`config.mk`:
```
export PLATFORM = sky130hd
export DESIGN_NAME = controle_multi_flat
export DESIGN_NICKNAME = d
export VERILOG_FILES = /design/src/rtl/controle_multi_if.sv /design/src/rtl/controle_multi.sv /design/src/flat_wrapper.sv
export SDC_FILE = /design/constraint.sdc
export NUM_CORES = 1
export LEC_CHECK = 0
export CAP_MARGIN = 20
export CORE_MARGIN = 4
export CORE_UTILIZATION = 49
export CTS_CLUSTER_SIZE = 8
export DETAILED_ROUTE_END_ITERATION = 16
export GPL_TIMING_DRIVEN = 0
export HOLD_SLACK_MARGIN = 0.12
export PLACE_DENSITY_LB_ADDON = 0.3
export SETUP_SLACK_MARGIN = 0.1
export SLEW_MARGIN = 25
export SYNTH_ARGS = -nofsm -noshare
export SYNTH_HDL_FRONTEND = slang
export SYNTH_SLANG_ARGS = --single-unit
```
`constraint.sdc`:
```
create_clock -name clockCPU -period 2.1 [get_ports clockCPU]
set_input_delay 0.525 -clock clockCPU [delete_from_list [all_inputs] [get_ports clockCPU]]
set_output_delay 0.525 -clock clockCPU [all_outputs]
set_load 0.005 [all_outputs]
```
`src/rtl/controle_multi_if.sv`:
```
// Control bus between the multicycle controller and the RV32I datapath.
// oIllegal exists only when CTRL_ILLEGAL_TRAP_EN is defined.
interface controle_multi_if;
  logic [6:0] iOp;
  logic       oIouD;
  logic       oEscreveIR;
  logic       MDRWrite;
  logic       oMemWrite;
  logic       oEscrevePC;
  logic       oEscrevePCCond;
  logic       oEscrevePCBack;
  logic       oOrigPC;
  logic [1:0] oOrigAULA;
  logic [1:0] oOrigBULA;
  logic [1:0] oALUOp;
  logic [1:0] oMem2Reg;
  logic       oEscreveReg;
  logic [3:0] oEstado;
`ifdef CTRL_ILLEGAL_TRAP_EN
  logic       oIllegal;
`endif

  // Controller side
  modport master (
    input  iOp,
    output oIouD, oEscreveIR, MDRWrite, oMemWrite, oEscrevePC, oEscrevePCCond,
           oEscrevePCBack, oOrigPC, oOrigAULA, oOrigBULA, oALUOp, oMem2Reg,
           oEscreveReg, oEstado
`ifdef CTRL_ILLEGAL_TRAP_EN
    , output oIllegal
`endif
  );

  // Datapath side
  modport slave (
    output iOp,
    input  oIouD, oEscreveIR, MDRWrite, oMemWrite, oEscrevePC, oEscrevePCCond,
           oEscrevePCBack, oOrigPC, oOrigAULA, oOrigBULA, oALUOp, oMem2Reg,
           oEscreveReg, oEstado
`ifdef CTRL_ILLEGAL_TRAP_EN
    , input oIllegal
`endif
  );
endinterface

```
`src/rtl/controle_multi.sv`:
```
// Main control FSM of the RV32I multicycle core; FETCH/MEMREAD stretched by MEM_WAIT cycles.
// Optional CTRL_ILLEGAL_TRAP_EN: illegal opcodes halt in state 15 with oIllegal set.
module controle_multi #(
  parameter int unsigned MEM_WAIT = 0
) (
  input  logic             clockCPU,
  input  logic             reset,
  controle_multi_if.master bus
);
  localparam int unsigned CNT_W = 4;
  localparam logic [CNT_W-1:0] WAIT_LAST = CNT_W'(MEM_WAIT);

  localparam logic [6:0] OP_LOAD  = 7'b0000011;
  localparam logic [6:0] OP_STORE = 7'b0100011;
  localparam logic [6:0] OP_R     = 7'b0110011;
  localparam logic [6:0] OP_I     = 7'b0010011;
  localparam logic [6:0] OP_BR    = 7'b1100011;
  localparam logic [6:0] OP_JAL   = 7'b1101111;
  localparam logic [6:0] OP_JALR  = 7'b1100111;
  localparam logic [6:0] OP_LUI   = 7'b0110111;

  typedef enum logic [3:0] {
    FETCH    = 4'd0,  DECODE = 4'd1,  MEMADR = 4'd2,  MEMREAD = 4'd3,
    MEMWB    = 4'd4,  MEMWRITE = 4'd5, EXEC_R = 4'd6, ALUWB   = 4'd7,
    BRANCH   = 4'd8,  JAL    = 4'd9,  JALR   = 4'd10, EXEC_I  = 4'd11,
    LUI      = 4'd12, SPARE13 = 4'd13, SPARE14 = 4'd14, HALT  = 4'd15
  } state_t;

  typedef struct packed {
    logic       iou_d;
    logic       escreve_ir;
    logic       mdr_write;
    logic       mem_write;
    logic       escreve_pc;
    logic       escreve_pc_cond;
    logic       escreve_pc_back;
    logic       orig_pc;
    logic [1:0] orig_a;
    logic [1:0] orig_b;
    logic [1:0] alu_op;
    logic [1:0] mem2reg;
    logic       escreve_reg;
  } ctl_t;

  state_t           state, state_nxt;
  logic [CNT_W-1:0] cnt, cnt_nxt;
  logic             started;
  ctl_t             ctl, ctl_nxt;

  // Moore output table; evaluated on the next state so the registered outputs track the state
  function automatic ctl_t moore_outputs(input state_t s, input logic [CNT_W-1:0] c);
    ctl_t o;
    logic last;
    o    = '0;
    last = (c == WAIT_LAST);
    case (s)
      FETCH: begin
        o.orig_b          = 2'b01;
        o.escreve_ir      = last;
        o.escreve_pc      = last;
        o.escreve_pc_back = last;
      end
      DECODE:   begin o.orig_a = 2'b10; o.orig_b = 2'b10; end
      MEMADR:   begin o.orig_a = 2'b01; o.orig_b = 2'b10; end
      MEMREAD:  begin o.iou_d = 1'b1; o.mdr_write = last; end
      MEMWB:    begin o.escreve_reg = 1'b1; o.mem2reg = 2'b01; end
      MEMWRITE: begin o.iou_d = 1'b1; o.mem_write = 1'b1; end
      EXEC_R:   begin o.orig_a = 2'b01; o.alu_op = 2'b10; end
      EXEC_I:   begin o.orig_a = 2'b01; o.orig_b = 2'b10; o.alu_op = 2'b10; end
      ALUWB:    o.escreve_reg = 1'b1;
      BRANCH: begin
        o.orig_a          = 2'b01;
        o.alu_op          = 2'b01;
        o.escreve_pc_cond = 1'b1;
        o.orig_pc         = 1'b1;
      end
      JAL: begin
        o.orig_a = 2'b10; o.orig_b = 2'b10;
        o.escreve_pc = 1'b1; o.escreve_reg = 1'b1; o.mem2reg = 2'b10;
      end
      JALR: begin
        o.orig_a = 2'b01; o.orig_b = 2'b10;
        o.escreve_pc = 1'b1; o.escreve_reg = 1'b1; o.mem2reg = 2'b10;
      end
      LUI:      begin o.escreve_reg = 1'b1; o.mem2reg = 2'b11; end
      default:  ;
    endcase
    return o;
  endfunction

  // Next state / wait counter; the first edge after reset only enters FETCH
  always_comb begin
    state_nxt = FETCH;
    cnt_nxt   = '0;
    if (started) begin
      case (state)
        FETCH, MEMREAD: begin
          if (cnt == WAIT_LAST) begin
            state_nxt = (state == FETCH) ? DECODE : MEMWB;
          end else begin
            state_nxt = state;
            cnt_nxt   = cnt + CNT_W'(1);
          end
        end
        DECODE: begin
          case (bus.iOp)
            OP_LOAD, OP_STORE: state_nxt = MEMADR;
            OP_R:              state_nxt = EXEC_R;
            OP_I:              state_nxt = EXEC_I;
            OP_BR:             state_nxt = BRANCH;
            OP_JAL:            state_nxt = JAL;
            OP_JALR:           state_nxt = JALR;
            OP_LUI:            state_nxt = LUI;
`ifdef CTRL_ILLEGAL_TRAP_EN
            default:           state_nxt = HALT;
`else
            default:           state_nxt = FETCH;
`endif
          endcase
        end
        MEMADR:        state_nxt = bus.iOp[5] ? MEMWRITE : MEMREAD;
        EXEC_R, EXEC_I: state_nxt = ALUWB;
`ifdef CTRL_ILLEGAL_TRAP_EN
        HALT:          state_nxt = HALT;
`endif
        default:       state_nxt = FETCH;
      endcase
    end
    ctl_nxt = moore_outputs(state_nxt, cnt_nxt);
  end

  always_ff @(posedge clockCPU or negedge reset) begin
    if (!reset) begin
      state   <= FETCH;
      cnt     <= '0;
      started <= 1'b0;
      ctl     <= '0;
    end else begin
      state   <= state_nxt;
      cnt     <= cnt_nxt;
      started <= 1'b1;
      ctl     <= ctl_nxt;
    end
  end

`ifdef CTRL_ILLEGAL_TRAP_EN
  logic illegal_q;

  always_ff @(posedge clockCPU or negedge reset) begin
    if (!reset) illegal_q <= 1'b0;
    else        illegal_q <= (state_nxt == HALT);
  end

  assign bus.oIllegal = illegal_q;
`endif

  assign bus.oEstado        = state;
  assign bus.oIouD          = ctl.iou_d;
  assign bus.oEscreveIR     = ctl.escreve_ir;
  assign bus.MDRWrite       = ctl.mdr_write;
  assign bus.oMemWrite      = ctl.mem_write;
  assign bus.oEscrevePC     = ctl.escreve_pc;
  assign bus.oEscrevePCCond = ctl.escreve_pc_cond;
  assign bus.oEscrevePCBack = ctl.escreve_pc_back;
  assign bus.oOrigPC        = ctl.orig_pc;
  assign bus.oOrigAULA      = ctl.orig_a;
  assign bus.oOrigBULA      = ctl.orig_b;
  assign bus.oALUOp         = ctl.alu_op;
  assign bus.oMem2Reg       = ctl.mem2reg;
  assign bus.oEscreveReg    = ctl.escreve_reg;
endmodule

```
`src/flat_wrapper.sv`:
```
// flat-port wrapper written by rule: the top's interface ports become plain ports
module controle_multi_flat 
#(
  parameter int unsigned MEM_WAIT = 0
)
  (clockCPU, reset, bus_iOp, bus_oIouD, bus_oEscreveIR, bus_MDRWrite, bus_oMemWrite, bus_oEscrevePC, bus_oEscrevePCCond, bus_oEscrevePCBack, bus_oOrigPC, bus_oOrigAULA, bus_oOrigBULA, bus_oALUOp, bus_oMem2Reg, bus_oEscreveReg, bus_oEstado);
  controle_multi_if bus_i ();
  input  logic clockCPU;
  input  logic reset;
  input wire logic [$bits(bus_i.iOp)-1:0] bus_iOp;
  output wire logic [$bits(bus_i.oIouD)-1:0] bus_oIouD;
  output wire logic [$bits(bus_i.oEscreveIR)-1:0] bus_oEscreveIR;
  output wire logic [$bits(bus_i.MDRWrite)-1:0] bus_MDRWrite;
  output wire logic [$bits(bus_i.oMemWrite)-1:0] bus_oMemWrite;
  output wire logic [$bits(bus_i.oEscrevePC)-1:0] bus_oEscrevePC;
  output wire logic [$bits(bus_i.oEscrevePCCond)-1:0] bus_oEscrevePCCond;
  output wire logic [$bits(bus_i.oEscrevePCBack)-1:0] bus_oEscrevePCBack;
  output wire logic [$bits(bus_i.oOrigPC)-1:0] bus_oOrigPC;
  output wire logic [$bits(bus_i.oOrigAULA)-1:0] bus_oOrigAULA;
  output wire logic [$bits(bus_i.oOrigBULA)-1:0] bus_oOrigBULA;
  output wire logic [$bits(bus_i.oALUOp)-1:0] bus_oALUOp;
  output wire logic [$bits(bus_i.oMem2Reg)-1:0] bus_oMem2Reg;
  output wire logic [$bits(bus_i.oEscreveReg)-1:0] bus_oEscreveReg;
  output wire logic [$bits(bus_i.oEstado)-1:0] bus_oEstado;
  assign bus_i.iOp = bus_iOp;
  assign bus_oIouD = bus_i.oIouD;
  assign bus_oEscreveIR = bus_i.oEscreveIR;
  assign bus_MDRWrite = bus_i.MDRWrite;
  assign bus_oMemWrite = bus_i.oMemWrite;
  assign bus_oEscrevePC = bus_i.oEscrevePC;
  assign bus_oEscrevePCCond = bus_i.oEscrevePCCond;
  assign bus_oEscrevePCBack = bus_i.oEscrevePCBack;
  assign bus_oOrigPC = bus_i.oOrigPC;
  assign bus_oOrigAULA = bus_i.oOrigAULA;
  assign bus_oOrigBULA = bus_i.oOrigBULA;
  assign bus_oALUOp = bus_i.oALUOp;
  assign bus_oMem2Reg = bus_i.oMem2Reg;
  assign bus_oEscreveReg = bus_i.oEscreveReg;
  assign bus_oEstado = bus_i.oEstado;
  controle_multi #(.MEM_WAIT(MEM_WAIT)) u_core (.clockCPU(clockCPU), .reset(reset), .bus(bus_i));
endmodule
```
### Word level (Yosys, flattened, before mapping)

Cells that the tools add are included.

* register bits: 24
* input port bits: 9
* output and inout bits: 21
* word-level logic and storage cells: 74

* add/subtract/negate cells: 1
* eq/ne operators: 25
* mux-type cells: 20
* reduce and logical (&&, ||, !) cells: 14

Operator list (number)
* $pmux 4 s7: 1
* $eq 4x4->1 const B: 6
* $eq 7x6->1 const B: 3
* $eq 7x7->1 const B: 3
* $eq 4x3->1 const B: 5
* $mux 4: 5
* $eq 4x2->1 const B: 4
* $logic_not 4->1: 4
* $pmux 4 s4: 1
* $reduce_or 5->1: 3
* $reduce_or 2->1: 7
* $pmux 2 s2: 3
* $eq 4x1->1 const B: 2
* $eq 7x2->1 const B: 1
* $eq 7x5->1 const B: 1
* $mux 1: 6
* $mux 3: 2
* $pmux 2 s3: 1
* $add 4x1->4 const B: 1
* $pmux 1 s2: 1

### Depth between registers and ports, before layout

Gate-level depths: netlist of the first run.

* depth in word-level cells: 8
* mapped depth: 9
* mapped depth without buffers: 9

### Worst setup path before layout of the first run

OpenSTA, ideal clock, no wires.

* kind: reg-to-reg
* from: register u_core.cnt[0]
* to: register u_core.ctl (netlist bit u_core.bus.oEscreveIR)
* library setup time: 88 ps
* arrival: 1707 ps
* data required time: 2012 ps
* path slack: 305 ps
* cell stages (with the launch flop): 9
* cell sequence: dfrtp_1 > inv_1 > ha_1 > nor3b_2 > mux2i_1 > o211a_1 > and2_4 > o21ai_2 > nor3b_1

RTL lines
* from (decl): line controle_multi.sv:46 `logic [CNT_W-1:0] cnt, cnt_nxt;`
* from (signal assigned): line controle_multi.sv:140 `cnt <= cnt_nxt;`
* to (signal assigned): line controle_multi.sv:142 `ctl <= ctl_nxt;`
* to (decl): line controle_multi.sv:48 `ctl_t ctl, ctl_nxt;`

==> impl_results.md, run 1 <==
- Status: complete, no violations
- Critical-path cell list: clkdlybuf4s50_1 -> nand4b_1 -> a2111oi_4 -> nand2b_4 -> nor3_1 -> a21oi_1 -> o211ai_1
- Die area: around 0.0036 mm2
- Global route overflow: 0
- Initial Utilization: 0.520
- Core Area: 0.00252 mm2
- Final WL: 3490 um
- IO Pins: 30
- Relative slew margins: 0.559
- Power Total: between 800 and 900 uW
- Clock skew: 0.00259 ns
- Arr. time, crit path: 2.23 ns
- Ant. Diodes: 0
- Clk root buf: clkbuf_4
- Die Y: 59.8 um
- Clk buf depth: 2
- Worst Setup Path Type: in2reg
- Commonest non-fill, non-tap cell in the layout: clkdlybuf4s50_1
- Period Utilization, post-route: 0.964
- Layout cell share with drive strength beyond 1: 0.298
- Worst min path class: in2async
- CTS tree: yes
- Vias in the first global route: 1127
- Worst path required time: 2.31 ns
- R2R cell count: 8
- Setup violators final: 0
- Non-filler instance count after layout: about 210
- Post-Synthesis Cell Area: 0.00131 mm2
- Power Density: 442 mW/mm2
- Global-route wire length before repair: ~5000 um
- Worst Tran Pin Value: 0.655 ns
- Routed vias/inst: 5.86
- Post-synth EDFFs: 0
- Site Rows: 18
- CTS sink cnt: 23
- Worst setup EP type: register
- Ys Warns: 0
- Final min period: about 2 ns
- Asr flop ratio synth: 1.00
- Cts bufs inserted: 3
- Min Hold Slack: 0.158 ns
- Peak VDD IR: 0.503 mV
- Syn Nets: 144
- GRT Total Usage: 0.188
- Filler Cell Count: 170
- Syn Area/Cell: 9.87 um2
- CP startpoint: bus_iOp[4]
- Most frequent cells in the layout: clkdlybuf4s50_1, dfrtp_1, buf_4, nor2_1, inv_1
- Synth unique cells: slightly above 50
- Initial DRC Count: 92
- Hold Violations, Final: 0
- Register bit total from synthesis: 23
- Area Overhead vs Synth: 41.4%
- Setup_tns: 0 ns
- Largest net degree at the start of global routing: 24
- Post-route antenna net violation count: 0
- Routability cong.: 0.923
- 1st-pass router iterations: 4
- Critical path depth: 7
- Nets: between 150 and 200
- CP delay by family, top: compound AO/OA/AOI/OAI gates
- Clk slew on worst S/H paths: about 0.13 ns
- P_leak: around 0.84 nW
- F_max: a little under 500 MHz
- WL per Instance: 16.8 um
- Worst skew pair latency: 0.32 ns
- Critical-path top delay cell: a2111oi_4
- Via count: between 1k and 1.5k
- CP startpoint kind: primary input
- Slowest Stage Delay on Critical Path: roughly 0.46 ns
- Post-synthesis cell count: 133
- Buffers on Ports: 29
- # DRC: 0
- FF-to-FF End: u_core.bus.oEscrevePC$_DFF_PN0_
- Flop2flop setup slack: 0.13 ns
- Most used DFF post-synth: dfrtp_1
- Register area share after synthesis: 0.439
- Clock H-tree levels: 1
- Buf+Inv Stages, Crit Path: 1
- Critical path peak fanout: 6
- Maximum Capacitance Violations: 0
- Finished Core Util: 0.736
- Initial antenna violation count: 0
- HPWL after detailed placement: 2290 um
- Final Max Tran Viols: 0
- RSZ-0062 raised after global routing: yes
- Worst r2r src: u_core.cnt[0]$_DFF_PN0_
- # hold bufs at CTS: 0
- Die Width: 59.8 um
- Placed instance count: 192
## how the worst max path moves through the flow
stage | slack (ns) | endpoint
2_1_floorplan | 0.31 | u_core.bus.oEscreveIR$_DFF_PN0_
3_3_place_gp | -0.34 | u_core.bus.oEscrevePC$_DFF_PN0_
3_5_place_dp | -0.40 | u_core.bus.oEscrevePC$_DFF_PN0_
4_1_cts | 0.08 | u_core.bus.oEscrevePC$_DFF_PN0_
5_1_grt | -0.02 | u_core.bus.oEscreveReg$_DFF_PN0_
6_report | 0.07 | u_core.bus.oEscreveReg$_DFF_PN0_
## through the flow
stage                     setup slack [ns]  instance area (um2)
after global placement              -0.340                 1640
final                               0.0746                 1860
after floorplan                      0.305                 1310
after CTS                           0.0765                 1710
after detailed placement            -0.398                 1640
after global routing               -0.0189                 1860
## registers in the layout, summed over array words and instances, names as in the netlist
register                count
u_core.bus.oEscreveIR       1
u_core.bus.MDRWrite         1
u_core.cnt                  4
u_core.bus.oOrigAULA        2
u_core.bus.oMemWrite        1
u_core.bus.oIouD            1
u_core.bus.oEscrevePC       1
u_core.bus.oMem2Reg         2
u_core.bus.oALUOp           2
u_core.bus.oEscreveReg      1
u_core.bus.oEstado          4
u_core.bus.oOrigBULA        2
u_core.started              1
## layer usage
layer  global-route usage  wire length [um]
met5                    0                 0
met4               0.0854                82
met3               0.0259               192
met2                0.323              1850
met1                0.233              1360
## worst reg2reg max path, delay by kind of cell (launching register included)
| family | cells | cell delay (ns) |
|---|---|---|
| simple gates | 3 | 0.55 |
| mux | 1 | 0.25 |
| fa+ha+maj | 1 | 0.17 |
| buf+inv | 1 | 0.07 |
| compound gates | 2 | 0.42 |
| flops | 1 | 0.44 |
## kinds of logic (layout without fill, tap and decap cells)
kind of cell	after synthesis	count (layout)	synth area share
xor+xnor	4	4	0.0267
compound gates	25	25	0.159
buf+inv	14	59	0.0543
fa+ha+maj	2	2	0.0191
flops	23	23	0.439
mux	1	1	0.00763
other cells	1	1	0.00286
simple gates	63	63	0.292
## timing repair
| item | CTS | global route |
|---|---|---|
| buffers inserted | 3 | 9 |
| setup endpoints to repair | 11 | 13 |
| pin swaps | 3 | 9 |
| resized for setup | 7 | 17 |
## synthesized netlist by cell type, types with 2 or more instances
master / instances / area (um2)
or2_4: 3 / 26.3
nand2_2: 2 / 12.5
buf_4: 3 / 22.5
nor2b_1: 3 / 18.8
nor3_1: 7 / 35.0
nand2_1: 6 / 22.5
nand2_4: 2 / 22.5
a21oi_1: 6 / 30.0
xor2_1: 2 / 17.5
and2_1: 2 / 12.5
nand4b_1: 2 / 17.5
nor2_1: 11 / 41.3
or2_1: 2 / 12.5
nand2b_1: 2 / 12.5
dfrtp_1: 23 / 576
nand3_1: 9 / 45.0
inv_1: 8 / 30.0
xnor2_1: 2 / 17.5
ha_1: 2 / 25.0
nor3b_1: 2 / 15.0
o21ai_1: 2 / 10.0
o211ai_1: 3 / 22.5
## layout make-up
cell class	instances	area, um2	share of cell area
repair buffers	41	374	0.202
clock buffers	3	22.5	0.0121
well taps	30	37.5	0.0202
clock inverters	1	5.00	0.00270
flip-flops and latches	23	577	0.311
multi-input cells	96	766	0.413
inverters	10	46.3	0.0249
plain buffers	4	27.5	0.0148
## report_power, final
group | total, mW | switching, mW | internal [mW] | leakage [nW]
sequential | 0.461 | 0.00653 | 0.455 | 0.303
combinational | 0.149 | 0.0787 | 0.0700 | 0.518
clock | 0.210 | 0.138 | 0.0713 | 0.0177
total | 0.819 | 0.223 | 0.596 | 0.839
Power figures use the tool's default switching activity.
==> run 2, diff against run 1 <==
- CELL_PAD_IN_SITES_DETAIL_PLACEMENT: not set -> 0
- CELL_PAD_IN_SITES_GLOBAL_PLACEMENT: not set -> 2
- CORE_UTILIZATION: 49 -> 30
==> impl_results.md, run 2 (synthesis gave the netlist of run 1 again) <==
- Status: complete, no violations
- Worst min path class: in2async
- Flop2flop setup slack: approximately 0.22 ns
- CP startpoint kind: register
- Sequential share of power: 0.527
- Design area: 0.00188 mm2
- Global route overflow: 0
- Final Max Tran Viols: 0
- Die area: 0.00550 mm2
- WL per Instance: 14.5 um
- Clock skew: roughly 0.0013 ns
- Peak VDD IR: 0.318 mV
- CTS sink cnt: 23
- P_leak: between 0.8 and 0.9 nW
- Buffers on Ports: 29
- Clk slew on worst S/H paths: 0.08 ns
- Critical Path Sink: u_core.bus.oEscrevePC$_DFF_PN0_
- Initial Utilization: 0.319
- GRT Total Usage: 0.127
- Power Density: 465 mW/mm2
- R2R cell count: 7
- Area Overhead vs Synth: 43.1%
- Worst Setup Path Type: reg2reg
- F_max: about 530 MHz
- Maximum Capacitance Violations: 0
- Most frequent cells in the layout: clkdlybuf4s50_1, dfrtp_1, buf_4, nor2_1, nand3_1
- Critical path peak fanout: 9
- Relative slew margins: 0.535
- Initial antenna violation count: 0
- Nets: 191
- Final WL: 3310 um
- Setup violators final: 0
- Worst skew pair latency: 0.26 ns
- Cts bufs inserted: 3
- Layout cell share with drive strength beyond 1: 0.302
- Switching power: about 220 uW
- Sw Share: 0.250
- RSZ-0062 raised after global routing: no
- Area post-placement: 0.00167 mm2
- Worst setup EP type: register
- Routability cong.: roughly 0.76
- Arr. time, crit path: between 2 and 2.5 ns
- CP startpoint: u_core.bus.oEstado[0]$_DFF_PN0_
- Worst path required time: 2.24 ns
- # DRC: 0
- Hold Violations, Final: 0
- Core Area: 0.00412 mm2
- CTS tree: yes
- IO Pins: 30
- Site Rows: 23
- Filler Cell Count: 387
- Final min period: 1.88 ns
- Worst r2r src: u_core.bus.oEstado[0]$_DFF_PN0_
- Post-route antenna net violation count: 0
- Clk buf depth: 2
- Via count: 1121
- Die Y: 74.1 um
- Vias in the first global route: 1175
- Comb power frac: 0.163
- Global-route wire length before repair: 5400 um
- Initial DRC Count: 35
- Min Hold Slack: between 0.2 and 0.25 ns
- Worst Tran Pin Value: ~0.69 ns
- Largest net degree at the start of global routing: 24
- HPWL after detailed placement: around 2500 um
- Clock Power Share: 0.310
- Internal Power: 656 uW
- Clock H-tree levels: 1
- Power Total: slightly below 900 uW
- Ant. Diodes: 0
- FF-to-FF End: u_core.bus.oEscrevePC$_DFF_PN0_
- Clk root buf: clkbuf_8
- Die Width: roughly 74 um
- Routed vias/inst: 4.90
- 1st-pass router iterations: 4
- Period Utilization, post-route: 0.897
run 2: how the worst min path moves through the flow:
stage | slack (ns) | to | startpoint
finish | 0.22 | u_core.cnt[3]$_DFF_PN0_ | reset
floorplan | 0.23 | u_core.bus.MDRWrite$_DFF_PN0_ | reset
CTS | 0.55 | u_core.cnt[0]$_DFF_PN0_ | u_core.cnt[0]$_DFF_PN0_
global placement | 0.52 | u_core.cnt[0]$_DFF_PN0_ | u_core.cnt[0]$_DFF_PN0_
global route | 0.25 | u_core.cnt[3]$_DFF_PN0_ | reset
detailed placement | 0.55 | u_core.cnt[0]$_DFF_PN0_ | u_core.cnt[0]$_DFF_PN0_
run 2: metrics by stage:
stage,util,setup TNS [ns],worst slack (ns),instances
finish,0.456,0,0.216,229
global route,0.456,0,0.0915,229
CTS,0.433,0,0.0981,223
detailed placement,0.405,-4.53,-0.407,212
global placement,0.405,-4.37,-0.390,212
floorplan,-,0,0.305,133
run 2: worst max-delay path: stages, from the launching register on:
cell and delay, ns:
dfrtp_1 0.39, clkbuf_4 0.18, nand2b_1 0.17, o32a_2 0.42, nor2b_2 0.19, and2_4 0.20
nand3_1 0.10, a41oi_2 0.11
run 2: repair_timing:
action                                  4_1_cts  5_1_grt
setup buffers                                 7        6
cloned                                        0        0
hold buffers                                  0        0
pin swaps                                     7        5
gates resized for setup                       9       15
endpoints found under the setup margin       13       12
run 2: power by group through the flow:
stage | sequential [mW] | clock (mW) | combinational, mW
6_report | 0.460 | 0.271 | 0.143
5_1_grt | 0.462 | 0.314 | 0.156
4_1_cts | 0.461 | 0.286 | 0.141
3_5_place_dp | 0.470 | 0 | 0.135
3_3_place_gp | 0.469 | 0 | 0.134
2_1_floorplan | 0.470 | 0 | 0.0650
run 2: per-layer routing:
metal  vias to the layer above  part of all wire  track usage
li1                        553                 -            -
met1                       549              0.43        0.146
met2                        17              0.52        0.226
met3                         2             0.045       0.0432
met4                         0            0.0060       0.0322
met5                         -                 0            0
run 2: cell type report:
cell class / instances / area [um2] / share of cell area
inverter: 10 / 43.8 / 0.0233
buffer: 4 / 30.0 / 0.0160
tap: 50 / 62.6 / 0.0333
multi-input combinational: 96 / 734 / 0.391
clock buffer: 3 / 41.3 / 0.0220
timing repair buffer: 42 / 383 / 0.204
sequential: 23 / 578 / 0.308
clock inverter: 1 / 5.00 / 0.00266
